`src/rtl/seg_pkg.sv`:
```
// Shared seven-segment definitions: reader FSM states, hex glyph table
// and a glyph decoder returning {legal, value}.
package seg_pkg;

    typedef enum logic [1:0] {
        SYNC  = 2'd0,
        TRACK = 2'd1
    } state_e;

    // Bit order {A,B,C,D,E,F,G}, lit segment = 1
    localparam logic [6:0] GLYPH_0 = 7'h7E;
    localparam logic [6:0] GLYPH_1 = 7'h30;
    localparam logic [6:0] GLYPH_2 = 7'h6D;
    localparam logic [6:0] GLYPH_3 = 7'h79;
    localparam logic [6:0] GLYPH_4 = 7'h33;
    localparam logic [6:0] GLYPH_5 = 7'h5B;
    localparam logic [6:0] GLYPH_6 = 7'h5F;
    localparam logic [6:0] GLYPH_7 = 7'h70;
    localparam logic [6:0] GLYPH_8 = 7'h7F;
    localparam logic [6:0] GLYPH_9 = 7'h7B;
    localparam logic [6:0] GLYPH_A = 7'h77;
    localparam logic [6:0] GLYPH_B = 7'h1F;
    localparam logic [6:0] GLYPH_C = 7'h4E;
    localparam logic [6:0] GLYPH_D = 7'h3D;
    localparam logic [6:0] GLYPH_E = 7'h4F;
    localparam logic [6:0] GLYPH_F = 7'h47;

    localparam logic [15:0][6:0] GLYPHS = {
        GLYPH_F, GLYPH_E, GLYPH_D, GLYPH_C,
        GLYPH_B, GLYPH_A, GLYPH_9, GLYPH_8,
        GLYPH_7, GLYPH_6, GLYPH_5, GLYPH_4,
        GLYPH_3, GLYPH_2, GLYPH_1, GLYPH_0
    };

    function automatic logic [4:0] seg_decode(input logic [6:0] s);
        logic [4:0] r;
        r = 5'b0;
        for (int i = 0; i < 16; i++) begin
            if (s == GLYPHS[i]) r = {1'b1, 4'(i)};
        end
        return r;
    endfunction

endpackage

```
`src/rtl/seg_stab_filter.sv`:
```
// Captures the segment bus and raises a one-shot accept once a new
// pattern has held for STABLE enabled edges.
module seg_stab_filter
    import seg_pkg::*;
#(
    parameter int STABLE = 2
) (
    input  logic       clk,
    input  logic       rst_n,
    input  logic       en,
    input  logic [6:0] seg_in,
    output logic       acc_valid,
    output logic [6:0] acc_pat
);

    localparam int CW = $clog2(STABLE + 1);
    localparam logic [CW-1:0] CNT_MAX = CW'(STABLE);
    localparam logic [CW-1:0] CNT_ACC = CW'(STABLE - 1);

    logic [6:0]    seg_q, seg_d;
    logic [CW-1:0] stab_cnt_q, stab_cnt_d;
    logic          acc_valid_q, acc_valid_d;
    logic [6:0]    acc_pat_q, acc_pat_d;

    // acc_pat_q doubles as the last accepted pattern, so a glitch that
    // returns to it does not produce a second acceptance.
    always_comb begin
        seg_d       = seg_q;
        stab_cnt_d  = stab_cnt_q;
        acc_valid_d = acc_valid_q;
        acc_pat_d   = acc_pat_q;
        if (en) begin
            seg_d       = seg_in;
            acc_valid_d = 1'b0;
            if (seg_in != seg_q) begin
                stab_cnt_d = '0;
            end else if (stab_cnt_q != CNT_MAX) begin
                stab_cnt_d = stab_cnt_q + 1'b1;
            end
            if (stab_cnt_d == CNT_ACC && seg_in != acc_pat_q) begin
                acc_valid_d = 1'b1;
                acc_pat_d   = seg_in;
            end
        end
    end

    always_ff @(posedge clk or negedge rst_n) begin
        if (!rst_n) begin
            seg_q       <= '0;
            stab_cnt_q  <= '0;
            acc_valid_q <= 1'b0;
            acc_pat_q   <= '0;
        end else begin
            seg_q       <= seg_d;
            stab_cnt_q  <= stab_cnt_d;
            acc_valid_q <= acc_valid_d;
            acc_pat_q   <= acc_pat_d;
        end
    end

    assign acc_valid = acc_valid_q;
    assign acc_pat   = acc_pat_q;

endmodule

```
`src/rtl/seg_reader.sv`:
```
// Seven-segment readback monitor: decodes accepted glyphs and checks
// step direction, cadence and glyph legality.
module seg_reader
    import seg_pkg::*;
#(
    parameter int PERIOD          = 3,
    parameter int MOD             = 8,
    parameter int STABLE          = 2,
    parameter int SEG_ACTIVE_HIGH = 1
) (
    input  logic       eck,
    input  logic       er,
    input  logic       eena,
    input  logic [6:0] seg,
    input  logic       down,
    output logic [3:0] digit,
    output logic       valid,
    output logic       err_code,
    output logic       err_step,
    output logic       err_time,
    output logic [7:0] err_count,
    output logic [1:0] state
);

    localparam int IW = $clog2(2 * PERIOD + 1);
    localparam logic [IW-1:0] IVL_MAX = IW'(2 * PERIOD);
    localparam logic [IW-1:0] IVL_HIT = IW'(PERIOD - 1);
    localparam logic [3:0]    DIG_TOP = 4'(MOD - 1);

    logic [6:0] seg_pol;
    logic       acc_valid;
    logic [6:0] acc_pat;

    assign seg_pol = (SEG_ACTIVE_HIGH != 0) ? seg : ~seg;

    seg_stab_filter #(
        .STABLE(STABLE)
    ) u_filt (
        .clk      (eck),
        .rst_n    (er),
        .en       (eena),
        .seg_in   (seg_pol),
        .acc_valid(acc_valid),
        .acc_pat  (acc_pat)
    );

    state_e     state_q, state_d;
    logic [3:0] digit_q, digit_d;
    logic [IW-1:0] ivl_q, ivl_d;
    logic       err_code_q, err_code_d;
    logic       err_step_q, err_step_d;
    logic       err_time_q, err_time_d;
    logic [7:0] err_count_q, err_count_d;
    logic [4:0] dec;
    logic [3:0] nxt;

    assign dec = seg_decode(acc_pat);

    // Successor of the held digit; out-of-range digits map into range
    always_comb begin
        if (down) begin
            nxt = (digit_q == 4'd0 || digit_q > DIG_TOP) ? DIG_TOP
                                                         : digit_q - 4'd1;
        end else begin
            nxt = (digit_q >= DIG_TOP) ? 4'd0 : digit_q + 4'd1;
        end
    end

    always_comb begin
        state_d     = state_q;
        digit_d     = digit_q;
        ivl_d       = ivl_q;
        err_code_d  = 1'b0;
        err_step_d  = 1'b0;
        err_time_d  = 1'b0;
        err_count_d = err_count_q;
        if (eena) begin
            if (state_q == TRACK && ivl_q != IVL_MAX) ivl_d = ivl_q + 1'b1;
            if (acc_valid) begin
                ivl_d = '0;
                if (!dec[4]) begin
                    err_code_d = 1'b1;
                    state_d    = SYNC;
                end else begin
                    digit_d = dec[3:0];
                    state_d = TRACK;
                    if (state_q == TRACK) begin
                        err_step_d = (dec[3:0] != nxt);
                        err_time_d = (ivl_q != IVL_HIT);
                    end
                end
            end
            if ((err_code_d || err_step_d || err_time_d) &&
                err_count_q != 8'hFF) begin
                err_count_d = err_count_q + 8'd1;
            end
        end
    end

    always_ff @(posedge eck or negedge er) begin
        if (!er) begin
            state_q     <= SYNC;
            digit_q     <= '0;
            ivl_q       <= '0;
            err_code_q  <= 1'b0;
            err_step_q  <= 1'b0;
            err_time_q  <= 1'b0;
            err_count_q <= '0;
        end else begin
            state_q     <= state_d;
            digit_q     <= digit_d;
            ivl_q       <= ivl_d;
            err_code_q  <= err_code_d;
            err_step_q  <= err_step_d;
            err_time_q  <= err_time_d;
            err_count_q <= err_count_d;
        end
    end

    assign digit     = digit_q;
    assign valid     = (state_q == TRACK);
    assign err_code  = err_code_q;
    assign err_step  = err_step_q;
    assign err_time  = err_time_q;
    assign err_count = err_count_q;
    assign state     = state_q;

endmodule

```
`config.mk`:
```
export PLATFORM = sky130hd
export DESIGN_NAME = seg_reader
export DESIGN_NICKNAME = d
export VERILOG_FILES = /design/src/rtl/seg_pkg.sv /design/src/rtl/seg_stab_filter.sv /design/src/rtl/seg_reader.sv
export SDC_FILE = /design/constraint.sdc
export NUM_CORES = 1
export LEC_CHECK = 0
export CAP_MARGIN = 20
export CORE_MARGIN = 2
export CORE_UTILIZATION = 57
export CTS_BUF_LIST = sky130_fd_sc_hd__clkbuf_8
export CTS_CLUSTER_SIZE = 10
export DETAILED_ROUTE_END_ITERATION = 8
export GPL_ROUTABILITY_DRIVEN = 0
export PLACE_DENSITY = 0.79
export SYNTH_ARGS = -nofsm -noshare
export SYNTH_HDL_FRONTEND = slang
export SYNTH_SLANG_ARGS = --single-unit
```
`constraint.sdc`:
```
create_clock -name eck -period 3.11 [get_ports eck]
set_input_delay 0.622 -clock eck [delete_from_list [all_inputs] [get_ports eck]]
set_output_delay 0.622 -clock eck [all_outputs]
set_load 0.03 [all_outputs]
```
# After elaboration in Yosys (flattened, before gate mapping)
# Index checks and enable logic that the tools add are counted.
# word_totals
regBits	37
word_cells	96
# op_classes
n_reduce_logical	13
muxes	40
add_sub_neg	5
n_lt_le_gt_ge	2
eq_ne	25
# ops
op	n
7-bit == test (second input constant)	12
5-bit 2-to-1 mux	16
7-bit by 6-bit == test with 1-bit output (second input constant)	3
1-bit 2-to-1 mux	16
7-bit != test	2
4-bit 2-to-1 mux	3
8-bit by 1-bit adder with 8-bit output (second input constant)	1
8-bit != test (second input constant)	1
2-bit AND reduction	4
7-bit by 5-bit == test with 1-bit output (second input constant)	1
2-bit 2-to-1 mux	3
3-bit 2-to-1 mux	2
4-bit by 1-bit adder with 4-bit output (second input constant)	1
2-bit by 1-bit == test with 1-bit output (second input constant)	2
4-bit by 3-bit greater-or-equal comparator with 1-bit output (second input constant)	1
4-bit by 3-bit greater-than comparator with 1-bit output (second input constant)	1
4-bit zero test	1
4-bit != test	1
4-bit by 1-bit subtractor with 4-bit output (second input constant)	1
3-bit by 1-bit adder with 3-bit output (second input constant)	1
1-bit logical AND	3
1-bit logical OR	3
3-bit by 2-bit != test with 1-bit output (second input constant)	1
3-bit != test (second input constant)	1
other kinds (4)	4

# Depth between registers and ports, before layout
# Gate-level depths: netlist of run 1.
# logic_depth
word_depth	26
ltp_mapped	10
ltp_nobuf	10

# Cells and area by module
# From an unflattened synthesis of run 1, not the netlist that was laid out.
# hier_totals
cells_unflattened	233
area_unflattened_um2	2287.2
# modules_own_cells
mod	seq_area_each_um2	instances	area_each_um2	cells_per_inst
seg_reader	475.5	1	1448.9	171
seg_stab_filter	425.4	1	838.3	62

# Worst setup path after synthesis of run 1
# No wires, ideal clock.
# synth_path
path_type	reg2reg
from	reg u_filt.acc_pat_q[1], in the netlist u_filt.acc_pat[1]
to	reg err_count_q[1], in the netlist err_count[1]
setup_slack_ps	697
stages_incl_launch_ff	10
t_required_ps	2985
t_arrival_ps	2288
period_less_slack_ps	2413
path_cell_list	dfrtp_1 > buf_2 > or4bb_1 > a31oi_2 > nor4_1 > xor2_1 > nor3_2 > nand3_2 > nand2_2 > mux2_4
# synth_between
elab_chain_len	25
# synth_rtl
element	line_no	text
start, declared	seg_stab_filter.sv:23	logic [6:0] acc_pat_q, acc_pat_d;
start signal, assigned	seg_stab_filter.sv:57	acc_pat_q <= acc_pat_d;
7-bit by 6-bit == test with 1-bit output	seg_pkg.sv:39	if (s == GLYPHS[i]) r = {1'b1, 4'(i)};
5-bit 2-to-1 mux (14 in series)	seg_pkg.sv:39	
5-bit 2-to-1 mux (*)	seg_pkg.sv:39	
4-bit != test	seg_reader.sv:88	err_step_d = (dec[3:0] != nxt);
1-bit 2-to-1 mux	seg_reader.sv:87	if (state_q == TRACK) begin
1-bit 2-to-1 mux	seg_reader.sv:81	if (!dec[4]) begin
1-bit 2-to-1 mux	seg_reader.sv:79	if (acc_valid) begin
1-bit 2-to-1 mux	seg_reader.sv:77	if (eena) begin
1-bit logical OR	seg_reader.sv:93	if ((err_code_d || err_step_d || err_time_d) &&
1-bit logical OR (*)	seg_reader.sv:93	
1-bit logical AND (*)	seg_reader.sv:93	
2-bit AND reduction (no source line) (*)	--	
end signal, assigned	seg_reader.sv:116	err_count_q <= err_count_d;
end, declared	seg_reader.sv:53	logic [7:0] err_count_q, err_count_d;
# Every way passes the cells marked *; elsewhere a longest branch is shown, timed or not. The select of a mux whose other input is x is not followed.
# A chain may end at the register's enable or synchronous reset.

# Worst setup path in the final report of run 1
# layout_path
from	reg u_filt.acc_pat_q[6], in the netlist u_filt.acc_pat[6]
to	reg err_count_q[1], in the netlist err_count[1]
# Same word-level chain as after synthesis.

==> metrics list, run 1 <==
- Multiplexer cells account for 9.01% of the synthesized area.
- The number of antenna violations at the first check in global routing is 0.
- The startpoint identified for the worst register-to-register timing path is u_filt.acc_pat[6].
- Total setup buffers inserted after CTS: 0
* Hold_sp: err_count[5]
- The first detailed-routing pass took 4 iterations.
* TritonCTS buffer count: 5
- Total nets after synthesis: 237
- Timing analysis after detailed placement gives a worst setup slack of 0.242 ns.
- The flow ran to the end, and the final reports show no timing, DRC or antenna violations.
- Number of instances resized during post-cts repair: 0
- After detailed routing, the average wire length per cell comes to 14.3 um.
- In this run the horizontal extent of the chip is 66.8 um.
- FP Rows: 22
- Type of element capturing the critical path: flop
* Worst-path cell chain: or4bb_2, o22ai_2, nor4_4, xnor2_1, nor3_2, nand3_2, nand2_2, mux2_4
- The H-tree was split into 2 levels.
- Max FO, Critical Path: 16
- Detailed routing inserted a total of 1653 vias.
* Kind of start point of the critical path: flop
* Number of remaining DRC errors: 0
- The longest clock path from root to sink contains 2 buffers.
- The analysis attributes to cell leakage a power of 1.08 nW.
- Clock tree from TritonCTS: done
* Count of pins on the block boundary: 29
- The Yosys step of the flow raised 0 warnings.
- Clock tree sinks: 36
* Final critical path time including I/O delays and setup: 2.80 ns
- Hold timing on the final database bottoms out at a slack of 0.501 ns.
* GRT Resource Usage Total: 22.2%
- Number of enable-type register cells in the synthesized netlist: 0
- Effective utilization at floorplan: 60.6%
* Share of async-settable or async-resettable flops after synthesis: 100%
* Simple logic cell fraction of the synthesized area: 21.6%
- After routing, the total negative slack on setup checks comes to 0 ns.
- Summing every instance area after synthesis gives 2250 um2.
- Worst endpoint data arrival time: 2.96 ns
* DRT antenna net count: 0
- The clock arrives with 0.00217 ns of skew.
- At the later pin of the worst-skew pair, clock insertion delay measures 0.28 ns.
* Setup repair after global routing missed its margin: false
- Vert. Die Dim: 66.8 um
- Via count normalized by instance count: 5.58
- In this run, the number of DRC markers left after iteration 0 of detailed routing was 116.
- Critical path's slowest cell: sky130_fd_sc_hd__dfrtp_1
* Gr ovfl total: 0
* Total length of routed wires: 4.22 mm
* # setup viols final: 0
* Signed area change from the synthesized netlist to the final layout: 17.2%
* Number of global-route vias before repair: 1514
- Antenna Cells: 0
- Prevailing post-synth register cell: sky130_fd_sc_hd__dfrtp_1
* Number of buffers and inverters on the critical path: 0
- Maximum number of pins on one net before global-route repair: 37
* Area inside the core boundary: 3720 um2
* Register bit count reported by yosys: 36
* Final slew viol count: 0
- Input and output buffers added on the ports amount to 27.
- After clock tree synthesis, the clock-pin slew on the worst setup and hold paths is 0.07 ns.
* Required time of the worst setup path: 3.28 ns
* Class of the most critical hold timing path: reg -> reg
- Syn Inst Count: 220
- Yosys mapped the design onto 52 distinct sky130hd cell types.
- Setup Crit Path Kind: reg -> reg
- The die covers 4470 um2.
- After Yosys synthesis, full adders, half adders and majority gates account for 3.34% of the synthesized area.
- Worst setup path start: u_filt.acc_pat[6]
* Wire length of the first global-routing pass: 7.41 mm
- Least-Margin Pin Slew: 0.534 ns
- Detail Placement HPWL: 3.11 mm
- Compound-Gate Fraction of Synth Area: 10.7%
- Dominant combinational cell family by area after synthesis: simple AND/OR/NAND/NOR gates
- Across all setup checks in the final design, the least slack found is 0.315 ns.
- After synthesis, flip-flops and latches occupy 40.0% of the total area.
- Average cell area after synthesis: 10.2 um2
* Master cell of the clock root buffer: sky130_fd_sc_hd__clkbuf_8
- At the end of the flow the core is filled with cells to 71.0%.
- Power spread over the standard cell area amounts to 482 nW/um2.
- Maximum Capacitance Violations: 0
* Power consumption: 1.27 mW
- Delay of the slowest critical-path stage: 0.64 ns
* Xor-xnor portion of the synthesized cell area: 10.5%
* Number of nets in the final layout: 264
- Worst voltage drop across the vdd grid: 0.339 mV
- Cells with a size suffix above 1 make up 17.3% of the layout.
- Max-slew headroom at the worst pin: 64.1%
- Final hold violation count: 0
- Crit share post-route: 89.9%
* Achievable clock frequency: 358 MHz
* Hold buffer count at cts: 0
- Among cell families on the critical path, the largest total delay comes from simple AND/OR/NAND/NOR gates.
==> flip-flops by register name, indices dropped and copies added (netlist names) <==
| register | flops |
|---|---|
| digit | 4 |
| err_code | 1 |
| err_count | 8 |
| err_step | 1 |
| err_time | 1 |
| ivl_q | 3 |
| state | 1 |
| u_filt.acc_pat | 7 |
| u_filt.acc_valid | 1 |
| u_filt.seg_q | 7 |
| u_filt.stab_cnt_q | 2 |
==> cell type report <==
| cell class | count | area, um2 |
|---|---|---|
| Multi-Input combinational cell | 164 | 1250 |
| Inverter | 8 | 30.0 |
| Clock buffer | 6 | 82.6 |
| Timing Repair Buffer | 32 | 308 |
| Clock inverter | 2 | 10.0 |
| Tap cell | 48 | 60.1 |
| Sequential cell | 36 | 901 |
| Fill cell | 301 | 1080 |
==> metrics by stage <==
step,instances,area (um2)
global route,296,2640
floorplan,220,2250
global placement,288,2540
finish,296,2640
detailed placement,288,2540
CTS,296,2640
==> routing by layer <==
layer	track usage (%)	vias up	routed length (um)
li1	-	842	-
met1	33.7	786	2130
met2	32.3	21	1970
met3	5.57	4	90
met4	3.83	0	30
met5	0	-	0
==> layout by cell type (no fill, tap or decap), drive strengths merged, types with 4 or more instances in the layout <==
cell           netlist  final
nor2                15     15
ha                   6      6
clkbuf               2      6
dfrtp               36     36
nand2               14     14
nand2b               4      4
clkdlybuf4s50        0     27
nand3               11     11
xor2                 9      9
a21oi               13     13
nor4                 7      7
or4bb                4      4
xnor2               18     18
inv                  8      8
mux2                15     15
buf                 10      5
and3                 7      7
o22ai                4      4
o21ai                7      7
nand4                5      5
==> power by group <==
| part | total [mW] | leakage, nW | switching, mW | internal (mW) |
|---|---|---|---|---|
| logic | 0.314 | 0.566 | 0.159 | 0.156 |
| registers | 0.622 | 0.465 | 0.100 | 0.522 |
| clock network | 0.335 | 0.0510 | 0.158 | 0.177 |
| total | 1.27 | 1.08 | 0.417 | 0.854 |
==> cell usage after synthesis (4+ instances only) <==
master                     instances  area share [%]
sky130_fd_sc_hd__xor2_1            9             3.5
sky130_fd_sc_hd__and3_1            5             1.4
sky130_fd_sc_hd__nand4_1           5             1.4
sky130_fd_sc_hd__nand2b_1          4             1.1
sky130_fd_sc_hd__nand3_1          10             2.2
sky130_fd_sc_hd__buf_2             5             1.1
sky130_fd_sc_hd__inv_1             8             1.3
sky130_fd_sc_hd__nor4_1            5             1.4
sky130_fd_sc_hd__o21ai_0           7             1.6
sky130_fd_sc_hd__nor2_1           13             2.2
sky130_fd_sc_hd__ha_1              6             3.3
sky130_fd_sc_hd__dfrtp_1          36              40
sky130_fd_sc_hd__mux2_2           14             7.0
sky130_fd_sc_hd__xnor2_1          18             7.0
sky130_fd_sc_hd__a21oi_1          13             2.9
sky130_fd_sc_hd__nand2_1          13             2.2
==> cell families (layout without fill, tap and decap cells) <==
group | Yosys count | count (layout)
muxes | 18 | 18
xor gates and xnor gates | 27 | 27
AOI/OAI and AO/OA | 35 | 35
other | 1 | 1
and+or+nand+nor | 77 | 77
buffers and inverters | 20 | 48
DFF | 36 | 36
adders and majority gates | 6 | 6
==> final timing paths <==
path,endpoint,slack (ns),cells after the start
max in group asynchronous,err_count[1],2.04,2
worst min-delay path,err_count[5],0.50,1
worst min register to register,err_count[5],0.50,1
min in group asynchronous,u_filt.seg_q[4],0.75,2
worst max-delay path,err_count[1],0.31,8
worst max register to register,err_count[1],0.31,8
(Power assumes the default switching activity.)
==> inputs of run 2 (changes only) <==
--- a/config.mk
+++ b/config.mk
@@ -7,12 +7,12 @@
 export LEC_CHECK = 0
 export CAP_MARGIN = 20
 export CORE_MARGIN = 2
-export CORE_UTILIZATION = 57
+export CORE_UTILIZATION = 50
 export CTS_BUF_LIST = sky130_fd_sc_hd__clkbuf_8
 export CTS_CLUSTER_SIZE = 10
 export DETAILED_ROUTE_END_ITERATION = 8
 export GPL_ROUTABILITY_DRIVEN = 0
-export PLACE_DENSITY = 0.79
+export PLACE_DENSITY = 0.7
 export SYNTH_ARGS = -nofsm -noshare
 export SYNTH_HDL_FRONTEND = slang
 export SYNTH_SLANG_ARGS = --single-unit
==> run 2 against run 1 <==
Against the previous run: critical path depth fell by 1; first-iteration DRC count shrank 63%; utilization decreased by 9.9 points.
==> metrics list, run 2 (synthesized netlist as in run 1, its figures left out) <==
- Achievable clock frequency: 369 MHz (was 358 MHz)
* Static leakage power: 1.09 nW (was 1.08 nW)
- Hold_sp: err_count[5] (unchanged)
- The full die area is 5050 um2 (was 4470 um2).
- The type of the tightest min-delay check was reg -> reg (unchanged).
- The power per standard cell area is 485 nW/um2 (was 482 nW/um2).
- Detail-routed net length per standard cell: 14.3 um (about the same)
- The count of nets after finishing was 266 (was 264).
- The biggest cell delay along the critical path was 0.68 ns (was 0.64 ns).
- The number of post-CTS setup repair buffers is 0 (unchanged).
- The minimum setup slack among reg-to-reg paths was 0.40 ns (was 0.31 ns).
- The cell-internal power came to 877 uW (was 854 uW).
* Met3 global-route usage: 3.99% (was 5.57%)
- CTS Buffer Depth: 2 (unchanged)
- Highest-count cells in the layout ignoring fill and taps: sky130_fd_sc_hd__dfrtp_1 (36), sky130_fd_sc_hd__clkdlybuf4s50_1 (27), sky130_fd_sc_hd__xnor2_1 (18) (unchanged)
* Fraction of power spent switching nets: 32.1% (was 32.8%)
- Worst voltage drop across the vdd grid: 0.340 mV (was 0.339 mV)
- Port bufs: 27 (unchanged)
- The overall routed net length was 4.31 mm (was 4.22 mm).
* Reg-to-reg startpoint: u_filt.acc_pat[2] (was u_filt.acc_pat[6])
* Clock edge transition at the registers on the reported setup and hold paths: 0.07 ns (about the same)
- Final critical path time including I/O delays and setup: 2.71 ns (was 2.80 ns)
- The CTS root buffer was sky130_fd_sc_hd__clkbuf_8 (unchanged).
- Clock tree sinks: 36 (unchanged)
- The busiest metal layer after global routing is met2 (was met1).
- The number of violations reported at the end of detailed-routing iteration 0 came to 43 (was 116).
* Met1 track utilization from global routing: 26.6% (was 33.7%)
* Net Sw Power: 415 uW (was 417 uW)
- Setup repair after global routing missed its margin: false (unchanged)
- Hold buffer count at cts: 0 (unchanged)
- The number of hold-slack violations in the final timing report came to 0 (unchanged).
* Run status: complete, no violations (unchanged)
* Fill cell total of the finished layout: 375 (was 301)
* Die width: 71.1 um (was 66.8 um)
* Clock latency on the worst-skew pair: 0.29 ns (was 0.28 ns)
- The proportion of power drawn by flip-flops and latches was 47.7% (was 48.9%).
- Final slew viol count: 0 (unchanged)
- The number of antenna violations at the first check in global routing came to 0 (unchanged).
* Max FO, Critical Path: 12 (was 16)
- Fraction of power consumed by combinational cells: 24.7% (about the same)
* Type of element capturing the critical path: flop (unchanged)
* Signed area change from the synthesized netlist to the final layout: 18.2% (was 17.2%)
- Number of global-route vias before repair: 1548 (was 1514)
- The global routing usage summed across all routing layers is 18.7% (was 22.2%).
* TritonCTS buffer count: 5 (unchanged)
- Most common library cell in the layout ignoring fill and taps: sky130_fd_sc_hd__dfrtp_1 (unchanged)
- The reg-to-reg endpoint was err_count[1] (unchanged).
* Power share of the clock group: 27.5% (was 26.3%)
* Detailed-router iteration count before antenna repair: 4 (unchanged)
* Detail Placement HPWL: 3.16 mm (was 3.11 mm)
- Count of cells along the worst register-to-register path: 7 (was 8)
- The classification of the worst setup path is reg -> reg (unchanged).
- The remaining max-slew budget at the tightest pin was 61.3% (was 64.1%).
- H-tree levels: 2 (unchanged)
- Antenna Cells: 0 (unchanged)
* Critical path's slowest cell: sky130_fd_sc_hd__or4bb_2 (was sky130_fd_sc_hd__dfrtp_1)
* Kind of start point of the critical path: flop (unchanged)
- Maximum Capacitance Violations: 0 (unchanged)
- The final worst-path setup slack is 0.401 ns (was 0.315 ns).
- Fin Clk Skew: 0.00318 ns (was 0.00217 ns)
- The sink of the worst hold path was err_count[5] (unchanged).
* Area inside the core boundary: 4350 um2 (was 3720 um2)
- Required time of the worst setup path: 3.28 ns (about the same)
- Worst Hold Depth: 1 (unchanged)
* Least-Margin Pin Slew: 0.575 ns (was 0.534 ns)
* Via count normalized by instance count: 5.51 (was 5.58)
- The count of boundary I/O pins came to 29 (unchanged).
* Final-layout worst hold slack: 0.500 ns (was 0.501 ns)
- The quantity of gates resized following cts was 0 (unchanged).
- Wire length of the first global-routing pass: 7.51 mm (was 7.41 mm)
- The number of flip-flops under the largest register name is 8 (unchanged).
* Number of remaining DRC errors: 0 (unchanged)
- The setup violation total in the final timing report came to 0 (unchanged).
- The initial core utilization came to 51.7% (was 60.6%).
- Final-layout setup total negative slack: 0 ns (unchanged)
- The global-route met2 utilization came to 28.5% (was 32.3%).
* Maximum number of pins on one net before global-route repair: 37 (unchanged)
* Crit share post-route: 87.1% (was 89.9%)
- The TritonCTS clock tree is done (unchanged).
- Gr ovfl total: 0 (unchanged)
* Worst endpoint data arrival time: 2.88 ns (was 2.96 ns)
* Vias post-DR: 1658 (was 1653)
* Pre-CTS worst setup slack: 0.266 ns (was 0.242 ns)
* FP Rows: 24 (was 22)
* Layout cell share with drive strength beyond 1: 17.7% (was 17.3%)
* DRT antenna net count: 0 (unchanged)
- Vert. Die Dim: 71.1 um (was 66.8 um)
- Worst-path cell chain: or4bb_2, nor2_1, mux2i_1, xnor2_1, nand3_2, nand2_2, mux2_4 (was or4bb_2, o22ai_2, nor4_4, xnor2_1, nor3_2, nand3_2, nand2_2, mux2_4)
run 2: critical path: cells and delay by family, from the launching register on:
kind / cells / cell delay, ns
XOR/XNOR: 1 / 0.22
AND/OR/NAND/NOR: 4 / 1.16
flip-flops: 1 / 0.57
multiplexers: 2 / 0.65
run 2: cell type report:
cell class,count,area [um2],share of cell area (%)
clock buffers,7,96.3,3.62
inverters,8,30.0,1.13
multi-input cells,164,1250,46.8
flip-flops and latches,36,901,33.9
well taps,52,65.1,2.44
repair buffers,34,323,12.1
run 2: per-stage QoR:
| stage | area [um2] | cells | total power, mW | utilization [%] |
|---|---|---|---|---|
| final | 2660 | 301 | 1.29 | 61.1 |
| after global routing | 2660 | 301 | 1.37 | 61.1 |
| after CTS | 2660 | 301 | 1.30 | 61.1 |
| after detailed placement | 2560 | 294 | 0.943 | 58.9 |
| after global placement | 2560 | 294 | 0.936 | 58.9 |
| after floorplan | 2250 | 220 | 0.849 | - |
run 2: worst max path at each step:
stage               slack, ns                 to         startpoint  depth (start not counted)
floorplan                0.70       err_count[1]  u_filt.acc_pat[1]                          9
global route             0.19       err_count[1]  u_filt.acc_pat[3]                          8
detailed placement       0.27  u_filt.acc_pat[2]             seg[4]                          8
finish                   0.40       err_count[1]  u_filt.acc_pat[2]                          7
CTS                      0.39       err_count[1]  u_filt.acc_pat[3]                          8
global placement         0.33  u_filt.acc_pat[0]             seg[4]                          8
run 2: power by group through the flow:
stage	registers, mW	logic [mW]	clock network, mW
4_1_cts	0.615	0.322	0.368
2_1_floorplan	0.597	0.253	0
5_1_grt	0.629	0.357	0.384
6_report	0.616	0.320	0.356
3_5_place_dp	0.623	0.320	0
3_3_place_gp	0.621	0.315	0
run 2: layer usage:
layer,vias to the layer above,share of wire [%]
met5,-,0
met4,0,1.2
met3,4,2.5
met2,21,46
met1,792,50
li1,841,-
==> inputs of run 3 (changes only) <==
==> constraint.sdc (replaced) <==
create_clock -name eck -period 3.11 [get_ports eck]
set_input_delay 0.933 -clock eck [delete_from_list [all_inputs] [get_ports eck]]
set_output_delay 0.933 -clock eck [all_outputs]
set_load 0.03 [all_outputs]
==> run 3 against run 2 <==
Against the previous run: fmax fell by 1.2%; clock skew rose by 0.00070 ns; sequential share of layout area decreased by 0.61 points; wire length about the same; power shrank 0.98%; design area rose by 1.8%; register-to-register slack hardly changed; non-clock buffer count rose by 7; hold slack worse by 0.0052 ns; first-iteration DRC count increased to 3.0 times the previous value; critical path depth grew 1; critical path type is now in -> reg.
==> metrics list, run 3 (synthesized netlist as in run 1, its figures left out) <==
* Run status: complete, no violations (unchanged)
* Antenna Cells: 0 (unchanged)
* Placed inst area: 2620 um2 (was 2560 um2)
- Layout cell share with drive strength beyond 1: 20.2% (was 17.7%)
- The worst-path maximum fanout is 7 (was 12).
- The minimum clock period is 2.74 ns (was 2.71 ns).
* Most common library cell in the layout ignoring fill and taps: sky130_fd_sc_hd__dfrtp_1 (unchanged)
* Number of remaining DRC errors: 0 (unchanged)
- Maximum Capacitance Violations: 0 (unchanged)
* Worst endpoint data arrival time: 2.91 ns (was 2.88 ns)
- Setup repair after global routing missed its margin: false (unchanged)
- Number of nets in the final layout: 273 (was 266)
- The classification of the worst setup path was in -> reg (was reg -> reg).
- Cell-internal power: 860 uW (was 877 uW)
- Master cell of the clock root buffer: sky130_fd_sc_hd__clkbuf_8 (unchanged)
* Net Sw Power: 420 uW (was 415 uW)
* Count of pins on the block boundary: 29 (unchanged)
* Detail Placement HPWL: 3.16 mm (about the same)
* Final worst-path setup slack: 0.368 ns (was 0.401 ns)
- Fraction of power consumed by combinational cells: 25.0% (was 24.7%)
* Total length of routed wires: 4.31 mm (about the same)
* Least-Margin Pin Slew: 0.500 ns (was 0.575 ns)
- The final non-filler cell area was 2710 um2 (was 2660 um2).
- The via count of the first global-routing pass is 1603 (was 1548).
* Max-slew headroom at the worst pin: 66.4% (was 61.3%)
- The leakage power summed over all cells was 1.13 nW (was 1.09 nW).
* Detail-routed net length per standard cell: 13.9 um (was 14.3 um)
- Effective utilization at floorplan: 51.7% (unchanged)
* Clock tree sinks: 36 (unchanged)
- The sum of negative setup slack came to 0 ns (unchanged).
- DRT antenna net count: 0 (unchanged)
- The area of the core was 4350 um2 (unchanged).
* Crit share post-route: 88.2% (was 87.1%)
- The maximum clock skew at final layout was 0.00388 ns (was 0.00318 ns).
* Hold buffer count at cts: 0 (unchanged)
- The worst supply voltage drop on vdd came to 0.338 mV (was 0.340 mV).
- Class of the most critical hold timing path: reg -> reg (unchanged)
* Clock latency on the worst-skew pair: 0.28 ns (was 0.29 ns)
* Fill cell total of the finished layout: 379 (was 375)
* Flip-flop count of the largest register after layout: 8 (unchanged)
- Number of instances resized during post-cts repair: 0 (unchanged)
* Die width: 71.1 um (unchanged)
- The count of TritonRoute iterations in the first routing pass came to 4 (unchanged).
* Power per cell area: 472 nW/um2 (was 485 nW/um2)
* CTS Buffer Depth: 2 (unchanged)
* # setup viols final: 0 (unchanged)
- Pre-CTS worst setup slack: 0.0471 ns (was 0.266 ns)
- Non-filler cells, final: 309 (was 301)
- The clock-pin slew of the registers on the worst-case setup and hold paths was 0.07 ns (about the same).
- Fraction of power spent switching nets: 32.8% (was 32.1%)
- Number of DRC violations after detailed-routing iteration 0: 128 (was 43)
* Maximum number of pins on one net before global-route repair: 37 (unchanged)
- Wire length of the first global-routing pass: 7.50 mm (was 7.51 mm)
- Placed instance count: 301 (was 294)
- Utilization after layout: 62.2% (was 61.1%)
* Vias post-DR: 1713 (was 1658)
* TritonCTS buffer count: 5 (unchanged)
- Number of antenna violations at the first check in global routing: 0 (unchanged)
- Port bufs: 27 (unchanged)
* Final slew viol count: 0 (unchanged)
- The critical path endpoint category is a flop (unchanged).
* Required time of the worst setup path: 3.28 ns (about the same)
- FP Rows: 24 (unchanged)
- Power share of the clock group: 26.3% (was 27.5%)
* Total setup buffers inserted after CTS: 0 (unchanged)
- The proportion of power drawn by flip-flops and latches was 48.6% (was 47.7%).
- Via count normalized by instance count: 5.54 (was 5.51)
- Clock tree from TritonCTS: done (unchanged)
- The overall die height came to 71.1 um (unchanged).
- H-tree levels: 2 (unchanged)
* Highest-count cells in the layout ignoring fill and taps: sky130_fd_sc_hd__dfrtp_1 (36), sky130_fd_sc_hd__clkdlybuf4s50_1 (27), sky130_fd_sc_hd__xnor2_1 (18) (unchanged)
- The kind of start point of the critical path is a primary input (was flop).
* Gr ovfl total: 0 (unchanged)
* Final hold violation count: 0 (unchanged)
- The full die area came to 5050 um2 (unchanged).
- Signed area change from the synthesized netlist to the final layout: 20.4% (was 18.2%)
* Achievable clock frequency: 365 MHz (was 369 MHz)
* GRT Resource Usage Total: 18.6% (was 18.7%)
-- run 3: cell types whose count changed in the layout (fill, tap and decap cells not counted) --
cell / before / now
sky130_fd_sc_hd__clkinv_2: 0 / 2
sky130_fd_sc_hd__buf_4: 7 / 14
sky130_fd_sc_hd__clkbuf_8: 7 / 6
-- run 3: per-layer routing --
layer | part of all wire (%) | vias to the layer above | global-route usage (%)
met5 | 0 | - | 0
met4 | 0.63 | 0 | 7.55
met3 | 2.4 | 5 | 2.71
met2 | 46 | 26 | 27.8
met1 | 51 | 826 | 27.3
li1 | - | 856 | -
-- run 3: final cells by class --
| class | count | area (um2) | area share [%] |
|---|---|---|---|
| clock buffers | 6 | 82.6 | 3.05 |
| clock inverters | 2 | 10.0 | 0.369 |
| inverters | 8 | 30.0 | 1.11 |
| multi-input cells | 164 | 1250 | 46.0 |
| flip-flops and latches | 36 | 901 | 33.2 |
| well taps | 52 | 65.1 | 2.40 |
| repair buffers | 41 | 375 | 13.9 |
-- run 3: per-stage QoR --
step / power, mW / hold slack, ns
3_3_place_gp: 0.938 / 0.483
4_1_cts: 1.29 / 0.506
3_5_place_dp: 0.949 / 0.497
6_report: 1.28 / 0.494
5_1_grt: 1.35 / 0.530
2_1_floorplan: 0.849 / 0.490
-- run 3: final timing paths --
path / from / to / slack (ns) / cells past startpoint
setup reg to reg: u_filt.acc_pat[3] / err_count[1] / 0.39 / 8
max in group asynchronous: er / u_filt.acc_pat[2] / 1.73 / 2
min in group asynchronous: er / u_filt.seg_q[4] / 1.06 / 2
hold / removal: err_count[5] / err_count[5] / 0.49 / 1
hold reg to reg: err_count[5] / err_count[5] / 0.49 / 1
setup / recovery: seg[3] / u_filt.acc_pat[4] / 0.37 / 8
-- run 3: power by group through the flow --
stage	clock, mW	combinational, mW	sequential (mW)
floorplan	0	0.253	0.597
global placement	0	0.311	0.626
detailed placement	0	0.320	0.629
CTS	0.350	0.321	0.620
global route	0.365	0.354	0.635
finish	0.337	0.320	0.622
-- run 3: critical path, stage by stage --
cell and delay (ns):
sky130_fd_sc_hd__clkdlybuf4s50_1 0.50, sky130_fd_sc_hd__xnor2_1 0.12, sky130_fd_sc_hd__nand4_1 0.12, sky130_fd_sc_hd__nor4_1 0.28, sky130_fd_sc_hd__nand2_1 0.14, sky130_fd_sc_hd__nor4_2 0.26, sky130_fd_sc_hd__buf_4 0.21, sky130_fd_sc_hd__mux2_2 0.34
